[src/rtl/rf_pkg.sv]
// Shared register-file definitions: geometry, requester indices and the
// 2-way round-robin grant function used by the write-port arbiter.
package rf_pkg;

    localparam int RF_DW = 16;
    localparam int RF_AW = 3;

    localparam logic REQ_WB = 1'b0;
    localparam logic REQ_MC = 1'b1;

    // Lone requester wins; under contention the one that was not served last wins.
    function automatic logic [1:0] rr_grant(input logic [1:0] valid, input logic last);
        logic [1:0] g;
        g[0] = valid[0] & (~valid[1] | (last == REQ_MC));
        g[1] = valid[1] & (~valid[0] | (last == REQ_WB));
        return g;
    endfunction

endpackage

[src/rtl/rf_wport_arb_rr.sv]
// Two-way round-robin arbiter: combinational grant plus the pointer to the
// most recently served requester.
module rr_arb2
    import rf_pkg::*;
(
    input  logic       clk,
    input  logic       rst,
    input  logic [1:0] valid,
    output logic [1:0] grant
);

    logic last;

    always_comb begin
        grant = rr_grant(valid, last);
    end

    // A grant always coincides with a transfer, since ready is the grant itself.
    always_ff @(posedge clk or posedge rst) begin
        if (rst) begin
            last <= REQ_MC;
        end else if (|grant) begin
            last <= grant[1];
        end
    end

endmodule

[src/rtl/rf_wport_arb.sv]
// Write-port arbiter for the register file: round-robin between writeback and
// the multi-cycle unit, registered write port, hazard flags, protocol check.
module rf_wport_arb
    import rf_pkg::*;
#(
    parameter int DW = RF_DW,
    parameter int AW = RF_AW
) (
    input  logic          clk,
    input  logic          rst,
    input  logic          req0_valid,
    input  logic [AW-1:0] req0_sel,
    input  logic [DW-1:0] req0_data,
    output logic          req0_ready,
    input  logic          req1_valid,
    input  logic [AW-1:0] req1_sel,
    input  logic [DW-1:0] req1_data,
    output logic          req1_ready,
    output logic [AW-1:0] writeregsel,
    output logic [DW-1:0] writedata,
    output logic          write,
    input  logic [AW-1:0] read1regsel,
    input  logic [AW-1:0] read2regsel,
    output logic          rd1_pend,
    output logic          rd2_pend,
    output logic          err
);

    // A waiting request broke the hold rule if it dropped or changed payload.
    function automatic logic req_broken(
        input logic          valid,
        input logic [AW-1:0] sel,
        input logic [DW-1:0] data,
        input logic [AW-1:0] held_sel,
        input logic [DW-1:0] held_data
    );
        return ~valid | (sel != held_sel) | (data != held_data);
    endfunction

    logic [1:0]    grant;
    logic          wait0;
    logic          wait1;
    logic [AW-1:0] wait_sel0;
    logic [AW-1:0] wait_sel1;
    logic [DW-1:0] wait_data0;
    logic [DW-1:0] wait_data1;
    logic          viol;

    rr_arb2 u_arb (
        .clk   (clk),
        .rst   (rst),
        .valid ({req1_valid, req0_valid}),
        .grant (grant)
    );

    assign req0_ready = grant[REQ_WB];
    assign req1_ready = grant[REQ_MC];

    // ---- output register stage: drives the register file write port
    always_ff @(posedge clk or posedge rst) begin
        if (rst) begin
            write       <= 1'b0;
            writeregsel <= '0;
            writedata   <= '0;
        end else begin
            write <= |grant;
            if (grant[REQ_WB]) begin
                writeregsel <= req0_sel;
                writedata   <= req0_data;
            end else if (grant[REQ_MC]) begin
                writeregsel <= req1_sel;
                writedata   <= req1_data;
            end
        end
    end

    assign rd1_pend = write & (writeregsel == read1regsel);
    assign rd2_pend = write & (writeregsel == read2regsel);

    // ---- violation tracking stage: remember who was left waiting and with what
    always_ff @(posedge clk or posedge rst) begin
        if (rst) begin
            wait0 <= 1'b0;
            wait1 <= 1'b0;
        end else begin
            wait0 <= req0_valid & ~req0_ready;
            wait1 <= req1_valid & ~req1_ready;
        end
    end

    always_ff @(posedge clk) begin
        wait_sel0  <= req0_sel;
        wait_data0 <= req0_data;
        wait_sel1  <= req1_sel;
        wait_data1 <= req1_data;
    end

    always_comb begin
        viol = (wait0 & req_broken(req0_valid, req0_sel, req0_data, wait_sel0, wait_data0))
             | (wait1 & req_broken(req1_valid, req1_sel, req1_data, wait_sel1, wait_data1));
    end

    always_ff @(posedge clk or posedge rst) begin
        if (rst) begin
            err <= 1'b0;
        end else if (viol) begin
            err <= 1'b1;
        end
    end

endmodule

[config.mk]
export PLATFORM = sky130hd
export DESIGN_NAME = rf_wport_arb
export DESIGN_NICKNAME = d
export VERILOG_FILES = /design/src/rtl/rf_pkg.sv /design/src/rtl/rf_wport_arb_rr.sv /design/src/rtl/rf_wport_arb.sv
export SDC_FILE = /design/constraint.sdc
export NUM_CORES = 1
export LEC_CHECK = 0
export ABC_AREA = 0
export CAP_MARGIN = 20
export CORE_ASPECT_RATIO = 0.5
export CORE_MARGIN = 3
export CORE_UTILIZATION = 49
export DETAILED_ROUTE_END_ITERATION = 6
export PLACE_DENSITY = 0.83
export SLEW_MARGIN = 30
export SYNTH_ARGS = -nofsm -noshare
export SYNTH_HDL_FRONTEND = slang
export SYNTH_HIERARCHICAL = 1
export SYNTH_SLANG_ARGS = --single-unit
[constraint.sdc]
create_clock -name clk -period 2.1 [get_ports clk]
set_clock_uncertainty 0.05 [all_clocks]
set_input_delay 0.42 -clock clk [delete_from_list [all_inputs] [get_ports clk]]
set_output_delay 0.42 -clock clk [all_outputs]
set_load 0.02 [all_outputs]
==> impl_metrics.csv <==
group,metric,value,unit
run_status,status,"completed",
power,ir_worst_vdd,661,uV
sta,tightest_slew,0.430,ns
synthesis,synthTopCellsByCount,"dfxtp_1, dfrtp_1, xnor2_1, nand2_1, xor2_1",
synthesis,yosysWarnings,6,
floorplanning,io_pins,73,
place,gp_congestion,0.731,
setup_path,crit_type,"primary input to output port",
synthesis,synth_top_cell_area_share,33.1,%
grt,grt_overflow_total,0,
routing,via_per_inst,5.00,
power,powerDensity,877,nW/um2
synthesis,yosysTopAreaCell,"dfxtp_1",
routing,dr_wl_met2,2730,um
power,leakagePower,1.43,nW
routing,avgRoutedWirePerCell,15.9,um
routing,drtIter0Drc,41,
setup_path,crit_path_max_fanout,1,
synthesis,synth_ff_type,"dfxtp_1",
sta,finalSetupViolCount,0,
floorplanning,die-area,5600,um2
clock_network,clkLatencyLatePin,0.34,ns
synthesis,yosysSeqAreaShare,59.3,%
routing,drt.antenna.violating_nets,0,
clock_network,clkSlewWorstSetupHoldPaths,0.07,ns
routing,wl_met3,410,um
sta,finalMaxSlewViolations,0,
sta,rsz0062_at_grt,"no",
synthesis,yosys.cell_count.top_type,"dfxtp_1",
setup_path,endpoint_kind,"output port",
clock_network,cts_setup_buffers,0,
finish,fin_nets,342,
sta,min_period,2.03,ns
clock_network,cts_tree,"done",
floorplanning,core_region_area,4200,um2
sta,finalCritPeriodShare,96.7,%
finish,fin_area,3410,um2
setup_path,ff2ff_path_depth,5,
synthesis,avgSynthCellArea,11.6,um2
synthesis,synth.net_count,247,
hold_path,hold_path.class,"primary input to async pin",
sta,setup-tns-final,0,ns
finish,instances_no_fill,353,
finish,diodes,0,
synthesis,synth-seq-cells,62,
place,place_area,3220,um2
place,placed_cells,337,
grt,grt_first_pass_wirelength,8780,um
grt,grt_usage,22.1,%
routing,via_count,1765,
floorplanning,initial_core_util,54.7,%
floorplanning,placementRows,16,
sta,max_slew_margin,71.1,%
synthesis,async_flop_share,38.7,%
clock_network,root_buffer,"clkbuf_8",
sta,hold_violations,0,
finish,drive_gt1_share,12.4,%
place,numPortBuffers,72,
clock_network,cts_buffers,9,
setup_path,startpoint_type,"primary input",
synthesis,synth.distinct_cells,24,
synthesis,synth_edf_count,0,
setup_path,cp.required,1.63,ns
grt,grt_pass1_vias,1856,
routing,highest_layer,"met4",
job,drv_cap,0,
synthesis,synth_area_leaders,"dfxtp_1, dfrtp_1, xnor2_1",
routing,post-route-drc-count,0,
finish,syn2layout_area_growth,48.4,%
routing,met1_length,2390,um
place,dp_hpwl,3920,um
grt,grt_antenna_before_repair,0,
floorplanning,die_h,54.4,um
clock_network,cts_sinks,62,
clock_network,clock_path_buffers,2,
floorplanning,die_w,103,um
clock_network,h-tree-depth,3,
grt,grt_max_degree,41,
routing,firstDrtPassIters,4,
routing,drt_wl_total,5630,um
synthesis,synth_cells,199,
synthesis,syn-cell-area,2300,um2
setup_path,worstPathArrival,1.56,ns
finish,fin_util,81.2,%
sta,max_clock_freq,492,MHz
-- area by class of cell --
type,instances,area [um2]
Multi-Input combinational cell,128,907
Sequential cell,62,1360
Clock inverter,4,45.0
Inverter,3,11.3
Timing Repair Buffer,90,863
Tap cell,54,67.6
Clock buffer,12,155
Fill cell,278,792
-- final timing paths --
kind	end	startpoint	slack [ns]
max	rd2_pend	read2regsel[0]	0.07
min	writedata[13]$_DFFE_PP0P_	rst	0.35
max in group asynchronous	writedata[3]$_DFFE_PP0P_	rst	1.24
max reg2reg	err$_DFFE_PP0P_	wait_data0[13]$_DFF_P_	0.39
min in group clk	err$_DFFE_PP0P_	wait1$_DFF_PP0_	0.48
min reg2reg	err$_DFFE_PP0P_	wait1$_DFF_PP0_	0.48
-- metrics by stage --
step,setup WS (ns),hold slack (ns),power (W)
global placement,-0.189,0.410,0.00195
detailed placement,-0.220,0.449,0.00198
global route,0.00392,0.352,0.00312
CTS,0.0632,0.341,0.00302
floorplan,0.147,0.260,0.00164
finish,0.0690,0.347,0.00299
-- kinds of logic (layout without fill, tap and decap cells) --
| logic type | after synthesis | in the layout | share of synthesized area (%) |
|---|---|---|---|
| AOI/OAI and AO/OA | 24 | 24 | 5.55 |
| xor gates and xnor gates | 44 | 44 | 16.8 |
| buffers and inverters | 9 | 109 | 1.58 |
| DFF | 62 | 62 | 59.3 |
| muxes | 19 | 19 | 8.27 |
| and+or+nand+nor | 41 | 41 | 8.55 |
-- per-layer routing --
layer | GRT usage [%] | vias up
li1 | - | 857
met1 | 25.2 | 839
met2 | 38.0 | 60
met3 | 8.27 | 9
met4 | 10.3 | 0
met5 | 0 | -
-- report_power, final --
| part | switching [W] | internal, W |
|---|---|---|
| Clock | 0.000438 | 0.000607 |
| Sequential | 0.0000619 | 0.00129 |
| Combinational | 0.000282 | 0.000315 |
| Total | 0.000782 | 0.00221 |
-- sequential cells by signal (all words and copies together), names as in the netlist --
signal	count
wait0	1
wait_sel1	3
writeregsel	3
writedata	16
write	1
wait1	1
u_arb/last	1
err	1
wait_data1	16
wait_sel0	3
wait_data0	16
-- cells in the final DEF, fill, tap and decap left out, drive strengths merged --
master,n
mux2i,19
xnor2,23
a21oi,1
o31ai,1
nor4,5
o21ai,20
nor3b,1
buf,18
xor2,21
nand4,6
nand3,1
or2,1
dfxtp,38
clkdlybuf4s50,68
a21boi,2
bufinv,1
clkbuf,12
nor2,2
dfrtp,23
dlygate4sd2,4
inv,3
dfstp,1
nand2,21
nor2b,2
clkinv,3
nor3,2
-- worst max-delay path: stages --
cell             delay, ns
clkdlybuf4s50_1       0.49
xnor2_1               0.12
nand2_1               0.07
nor3_1                0.11
dlygate4sd2_1         0.35
-- repair_timing --
action | CTS | global route
gates resized for setup | 4 | 0
endpoints found under the setup margin | 4 | 0
hold buffers | 0 | 0
Power figures use the tool's default switching activity.
